File: src/rtl/matrix_input_parser.sv
// ASCII matrix-entry parser: turns "<rows> <cols> <e0> ..." decimal tokens from a
// UART byte stream into indexed element writes, closed by a commit or abort pulse.
module matrix_input_parser #(
  parameter int MAX_SIZE    = 5,
  parameter int ELEM_MAX    = 9,
  parameter int DATA_WIDTH  = 8,
  parameter int TIMEOUT_CYC = 50000000
) (
  input  logic                  clk,
  input  logic                  rst,
  input  logic                  start_req,
  output logic                  busy,
  input  logic                  rx_valid,
  input  logic [7:0]            rx_data,
  output logic [2:0]            wr_row,
  output logic [2:0]            wr_col,
  output logic                  wr_en,
  output logic [4:0]            wr_idx,
  output logic [DATA_WIDTH-1:0] wr_data,
  output logic                  wr_commit,
  output logic                  wr_abort,
  output logic                  err,
  output logic [1:0]            err_code
);
  localparam int TW = (TIMEOUT_CYC > 1) ? $clog2(TIMEOUT_CYC + 1) : 1;
  localparam int AW = DATA_WIDTH + 4;

  localparam logic [1:0] CODE_CHAR    = 2'd1;
  localparam logic [1:0] CODE_RANGE   = 2'd2;
  localparam logic [1:0] CODE_TIMEOUT = 2'd3;

  typedef enum logic [2:0] {
    S_IDLE, S_GET_ROW, S_GET_COL, S_GET_ELEM, S_COMMIT, S_ERROR
  } state_t;

  state_t                state, state_nx;
  logic                  start_d;
  logic [DATA_WIDTH-1:0] acc, acc_nx;
  logic                  have_digit, have_digit_nx;
  logic                  ovf, ovf_nx;
  logic [2:0]            rows, rows_nx, cols, cols_nx;
  logic [4:0]            idx, idx_nx;
  logic [1:0]            code, code_nx;
  logic [TW-1:0]         tmo, tmo_nx;

  logic [2:0]            wr_row_nx, wr_col_nx;
  logic                  wr_en_nx, wr_commit_nx, wr_abort_nx, err_nx;
  logic [4:0]            wr_idx_nx;
  logic [DATA_WIDTH-1:0] wr_data_nx;
  logic [1:0]            err_code_nx;

  logic                  is_digit, is_sep;
  logic [3:0]            digit;
  logic [AW-1:0]         acc_ext, limit;
  logic [5:0]            cells;

  assign busy     = (state != S_IDLE);
  assign is_digit = (rx_data >= 8'h30) && (rx_data <= 8'h39);
  assign is_sep   = (rx_data == 8'h20) || (rx_data == 8'h0D) || (rx_data == 8'h0A);
  // ASCII '0'..'9' are 0x30..0x39, so the low nibble is the digit value.
  assign digit    = rx_data[3:0];
  assign acc_ext  = {4'b0, acc} * AW'(10) + AW'(digit);
  assign limit    = (state == S_GET_ELEM) ? AW'(ELEM_MAX) : AW'(MAX_SIZE);
  assign cells    = {3'b0, rows} * {3'b0, cols};

  always_comb begin
    // NOTE: every variable gets a default here so no path leaves one unassigned,
    // which would otherwise infer a latch.
    state_nx      = state;
    acc_nx        = acc;
    have_digit_nx = have_digit;
    ovf_nx        = ovf;
    rows_nx       = rows;
    cols_nx       = cols;
    idx_nx        = idx;
    code_nx       = code;
    tmo_nx        = tmo;
    wr_row_nx     = wr_row;
    wr_col_nx     = wr_col;
    wr_idx_nx     = wr_idx;
    wr_data_nx    = wr_data;
    err_code_nx   = err_code;
    wr_en_nx      = 1'b0;
    wr_commit_nx  = 1'b0;
    wr_abort_nx   = 1'b0;
    err_nx        = 1'b0;

    unique case (state)
      S_IDLE: begin
        if (start_req && !start_d) begin
          state_nx      = S_GET_ROW;
          err_code_nx   = 2'd0;
          idx_nx        = 5'd0;
          acc_nx        = '0;
          have_digit_nx = 1'b0;
          ovf_nx        = 1'b0;
          tmo_nx        = '0;
          wr_row_nx     = 3'd0;
          wr_col_nx     = 3'd0;
        end
      end

      S_GET_ROW, S_GET_COL, S_GET_ELEM: begin
        if (rx_valid) begin
          tmo_nx = '0;
          if (is_digit) begin
            have_digit_nx = 1'b1;
            if (!ovf) begin
              if (acc_ext > limit) ovf_nx = 1'b1;
              else                 acc_nx = acc_ext[DATA_WIDTH-1:0];
            end
          end else if (is_sep) begin
            if (have_digit) begin
              acc_nx        = '0;
              have_digit_nx = 1'b0;
              ovf_nx        = 1'b0;
              if (ovf || (state != S_GET_ELEM && acc == '0)) begin
                state_nx = S_ERROR;
                code_nx  = CODE_RANGE;
              end else if (state == S_GET_ROW) begin
                rows_nx  = acc[2:0];
                state_nx = S_GET_COL;
              end else if (state == S_GET_COL) begin
                cols_nx   = acc[2:0];
                wr_row_nx = rows;
                wr_col_nx = acc[2:0];
                state_nx  = S_GET_ELEM;
              end else begin
                wr_en_nx   = 1'b1;
                wr_idx_nx  = idx;
                wr_data_nx = acc;
                idx_nx     = idx + 5'd1;
                if ({1'b0, idx} == cells - 6'd1) state_nx = S_COMMIT;
              end
            end
          end else begin
            state_nx = S_ERROR;
            code_nx  = CODE_CHAR;
          end
        end else if (TIMEOUT_CYC != 0) begin
          tmo_nx = tmo + TW'(1);
          if (tmo == TW'(TIMEOUT_CYC - 1)) begin
            state_nx = S_ERROR;
            code_nx  = CODE_TIMEOUT;
          end
        end
      end

      S_COMMIT: begin
        wr_commit_nx = 1'b1;
        state_nx     = S_IDLE;
      end

      S_ERROR: begin
        err_nx      = 1'b1;
        wr_abort_nx = 1'b1;
        err_code_nx = code;
        state_nx    = S_IDLE;
      end

      default: state_nx = S_IDLE;
    endcase
  end

  // NOTE: state registers use non-blocking assignments so every flop samples the
  // pre-edge values computed above, independent of statement order.
  always_ff @(posedge clk) begin
    if (rst) begin
      state      <= S_IDLE;
      start_d    <= 1'b0;
      acc        <= '0;
      have_digit <= 1'b0;
      ovf        <= 1'b0;
      rows       <= 3'd0;
      cols       <= 3'd0;
      idx        <= 5'd0;
      code       <= 2'd0;
      tmo        <= '0;
      wr_row     <= 3'd0;
      wr_col     <= 3'd0;
      wr_en      <= 1'b0;
      wr_idx     <= 5'd0;
      wr_data    <= '0;
      wr_commit  <= 1'b0;
      wr_abort   <= 1'b0;
      err        <= 1'b0;
      err_code   <= 2'd0;
    end else begin
      state      <= state_nx;
      start_d    <= start_req;
      acc        <= acc_nx;
      have_digit <= have_digit_nx;
      ovf        <= ovf_nx;
      rows       <= rows_nx;
      cols       <= cols_nx;
      idx        <= idx_nx;
      code       <= code_nx;
      tmo        <= tmo_nx;
      wr_row     <= wr_row_nx;
      wr_col     <= wr_col_nx;
      wr_en      <= wr_en_nx;
      wr_idx     <= wr_idx_nx;
      wr_data    <= wr_data_nx;
      wr_commit  <= wr_commit_nx;
      wr_abort   <= wr_abort_nx;
      err        <= err_nx;
      err_code   <= err_code_nx;
    end
  end

endmodule

File: config.mk
export PLATFORM = sky130hd
export DESIGN_NAME = matrix_input_parser
export DESIGN_NICKNAME = d
export VERILOG_FILES = /design/src/rtl/matrix_input_parser.sv
export SDC_FILE = /design/constraint.sdc
export NUM_CORES = 1
export LEC_CHECK = 0
export CAP_MARGIN = 20
export CORE_MARGIN = 5
export CORE_UTILIZATION = 35
export CTS_CLUSTER_SIZE = 40
export DETAILED_ROUTE_END_ITERATION = 8
export SYNTH_ARGS = -nofsm -noshare
export SYNTH_HDL_FRONTEND = slang
export SYNTH_SLANG_ARGS = --single-unit
export TNS_END_PERCENT = 5
File: constraint.sdc
create_clock -name clk -period 4.65 [get_ports clk]
set_input_delay 1.395 -clock clk [delete_from_list [all_inputs] [get_ports clk]]
set_output_delay 1.395 -clock clk [all_outputs]
set_load 0.1 [all_outputs]
==> results.txt <==
The tools report the kind of launch point of the worst setup path as a primary input. The minimum clock period after layout was 4330 ps; the number of slew-limit violations in the final report was 0. The chip height works out to 122 um. After synthesis, the largest family of logic cells by area is simple AND/OR/NAND/NOR gates. Setup violations remaining at the end of the flow were counted as 0. The number of resized instances in the post-cts repair step was 0; the synthesized flop and latch total was 77. The root buffer cell was sky130_fd_sc_hd__clkbuf_16.

Each instance of the synthesized netlist takes up on average 7.91 um^2. The biggest area contributor in the post-synthesis netlist is sky130_fd_sc_hd__dfxtp_1. The tools report the number of remaining DRC errors as 0.

The cell area that synthesis handed to floorplanning was 0.00442 mm^2. The die outline area was 0.0150 mm^2. The clock input transition at the sequential cells of the worst setup and hold paths was 60 ps. The largest fanout on the critical path works out to 7. The critical path is of the in -> reg type. TritonCTS built the clock tree. The final worst clock skew is 5.57 ps, and the total clock sinks is 77. The final cell utilization of the core is 42.3%.

Measured along the x axis, the die boundary spans 122 um. At the pin with the least slew margin, the transition time is 983 ps. The synthesized netlist devotes 28.7% of its cell area to simple gates. The maximum VDD drop was 0.179 mV.

The run gives 632 as the final layout net count. The H-tree level count was 3; the share of the synthesized area in the top cell type was 34.8%. The total global routing track utilization is 15.1%. For this run the aggregate overflow at the end of global routing stands at 0.

The number of buffers inserted by hold repair at cts was 0; the number of enable flip-flop cells after synthesis was 0. The synthesized netlist devotes 18.9% of its cell area to compound gates. The tools report the number of nets still failing antenna checks after routing as 0. Setup repair after global routing left no endpoint under its margin.

STA classifies the critical path endpoint as a flip-flop. For the worst-skew pair, the clock arrives at the later sink with an insertion delay of 340 ps. 0 antenna diodes ended up in the layout. The floorplan step defined a core boundary enclosing 0.0125 mm^2.

Entering global routing, the biggest net connects 46 pins. The logs give 38 for the total I/O pin count and 8080 um for the total half-perimeter wirelength after legalization and detailed placement. Dividing the detail-routed wire length by the instance count gives 14.2 um. The required time reported for the critical path endpoint is 4880 ps. Synthesis produced a netlist with a net count of 603.

The final wirelength is 10800 um. The run finished with clean final reports. Of the synthesized area, sequential elements account for 34.8%. Static timing analysis puts the maximum clock frequency at 231 MHz. The first routing iteration left 270 violations. The congestion estimate from routability-driven global placement came to 0.874. Using the TritonRoute via totals, the vias-per-cell ratio works out to 5.34. Number of instances in the synthesized netlist: 559.

For this configuration, the core starts out at a cell density of 35.3%. Dividing the final minimum period by the clock period gives 93.1%. The number of violations of the max-capacitance limit was 0; the share of cell area taken by muxes after synthesis was 1.36%.

The area overhead of the layout relative to synthesis works out to 19.7%. For this run, the number of Yosys warnings is 0. The post-CTS setup repair buffer count came out at 0.

Cells with a size suffix above 1 make up 6.24% of the layout. For the leakage component of the power, the log shows 0.00191 uW. The class of the worst hold path is reg -> reg.

Summing the areas of all fa, ha and maj instances in the mapped netlist gives 9.95% of the synthesized area. Number of antenna violations at the first check in global routing: 0. The arrival time at the worst endpoint is 4560 ps, and the number of buffers created by CTS is 9.

The first detailed-routing pass ran for 4 iterations. The wire length of the first global-routing pass is 18400 um, and the xor-xnor portion of the synthesized cell area is 2.38%. The final-report hold violation count came out at 0. The tightest hold path in the finished design has a slack of 450 ps.

The run gives 34.3% as the headroom to the max-slew limit. Input and output buffers added on the ports amount to 37. The detailed router placed 4082 vias in this run.

For this run, asynchronously set or reset flops after synthesis account for 0%. The site row count came out at 41. For the number of distinct library cell variants in the gate-level netlist after synthesis, the log shows 63. Power comes to 1580 uW.

After layout, the worst setup slack is 322 ps. The power density over the cells was 299 mW/mm^2. For this run, the leading register cell type out of synthesis is sky130_fd_sc_hd__dfxtp_1.

The maximum buffer depth of the clock tree was 2. By area the synthesized netlist is led by sky130_fd_sc_hd__dfxtp_1 35%, sky130_fd_sc_hd__ha_1 7.9%, sky130_fd_sc_hd__nand2_1 6.7%. Pre-CTS worst setup slack: -9.82 ps.

The via count of the first global-routing pass is 3882.
-- layout make-up --
cell class / count / area, um^2
fill: 1294 / 7220
multi-input combinational: 438 / 2720
clock buffer: 11 / 253
inverter: 18 / 67.6
clock inverter: 5 / 81.3
timing repair buffer: 44 / 418
sequential: 77 / 1540
tap: 172 / 215
-- metrics by stage --
step | instance area, um^2 | cells | setup TNS (ps)
after detailed placement | 4960 | 749 | -9.82
after global placement | 4960 | 749 | 0
after CTS | 5290 | 765 | 0
final | 5290 | 765 | 0
after floorplan | 4420 | 559 | 0
after global routing | 5290 | 765 | 0
-- synth_stat cells (all sizes together) (3+ instances only) --
| library cell | n |
|---|---|
| ha | 28 |
| dfxtp | 77 |
| a22o | 5 |
| fa | 4 |
| a311oi | 6 |
| nand3b | 7 |
| xnor2 | 7 |
| or3 | 7 |
| o311ai | 3 |
| nor2 | 54 |
| xor2 | 5 |
| buf | 3 |
| nor2b | 6 |
| a21o | 4 |
| or4 | 6 |
| inv | 18 |
| o211ai | 5 |
| clkbuf | 23 |
| nor4 | 12 |
| nor3b | 4 |
| a22oi | 3 |
| a31oi | 8 |
| a21oi | 53 |
| o21ai | 28 |
| or4b | 4 |
| and3 | 7 |
| nor3 | 9 |
| nand4 | 8 |
| nand2b | 4 |
| mux2i | 6 |
| or2 | 4 |
| nand2 | 79 |
| a211oi | 3 |
| nand3 | 25 |
| and2 | 9 |
-- final timing paths --
path | depth (start not counted) | startpoint | endpoint | slack [ps]
setup / recovery | 12 | rx_data[1] | acc[1]$_SDFFE_PP0P_ | 320
hold / removal | 2 | wr_col[0]$_SDFFE_PP0P_ | wr_col[0]$_SDFFE_PP0P_ | 450
hold reg to reg | 2 | wr_col[0]$_SDFFE_PP0P_ | wr_col[0]$_SDFFE_PP0P_ | 450
setup reg to reg | 11 | rows[0]$_SDFFE_PP0P_ | state[1]$_SDFFE_PP0P_ | 1150
-- layout by cell type, fill, tap and decap left out, types with 11 or more instances in the layout --
cell type,n
sky130_fd_sc_hd__a21oi_1,52
sky130_fd_sc_hd__clkdlybuf4s50_1,36
sky130_fd_sc_hd__dfxtp_1,77
sky130_fd_sc_hd__ha_1,28
sky130_fd_sc_hd__inv_1,18
sky130_fd_sc_hd__nand2_1,79
sky130_fd_sc_hd__nand3_1,25
sky130_fd_sc_hd__nor2_1,54
sky130_fd_sc_hd__nor4_1,11
sky130_fd_sc_hd__o21ai_0,26
-- power breakdown --
part / switching, uW / internal [uW] / leakage (uW) / total, uW
clock network: 270 / 500 / 0.000162 / 769
logic: 96.9 / 44.0 / 0.00112 / 141
registers: 8.81 / 665 / 0.000621 / 674
total: 375 / 1210 / 0.00191 / 1580
-- per-layer routing --
metal	global-route usage (%)	vias up	part of all wire (%)
met4	6.23	0	1.9
met1	20.5	1897	49
met5	0	-	0
li1	-	2087	-
met2	24.0	79	46
met3	2.12	19	3.1
-- kinds of logic (layout without fill, tap and decap cells) --
family / after synthesis / in the layout
compound gates: 135 / 135
simple gates: 252 / 252
flops: 77 / 77
mux: 6 / 6
fa+ha+maj: 33 / 33
xor+xnor: 12 / 12
buf+inv: 44 / 78
-- critical path, cell delays in order --
cell and delay [ps]:
sky130_fd_sc_hd__clkdlybuf4s50_1 480, sky130_fd_sc_hd__ha_1 260, sky130_fd_sc_hd__fa_1 420, sky130_fd_sc_hd__xor2_1 230, sky130_fd_sc_hd__ha_1 290, sky130_fd_sc_hd__a21oi_1 150
sky130_fd_sc_hd__a31oi_1 60, sky130_fd_sc_hd__nor4_1 260, sky130_fd_sc_hd__nand3_1 140, sky130_fd_sc_hd__o31ai_1 330, sky130_fd_sc_hd__a31oi_1 250, sky130_fd_sc_hd__a22o_1 290
-- flip-flops by register name, summed over array words and instances, names as in the netlist --
register    count
cols            3
wr_en           1
code            2
acc             8
err_code        2
rows            3
wr_col          3
idx             5
wr_commit       1
ovf             1
wr_data         8
state           3
have_digit      1
tmo            26
wr_row          3
wr_idx          5
start_d         1
err             1
(Power assumes the default switching activity.)
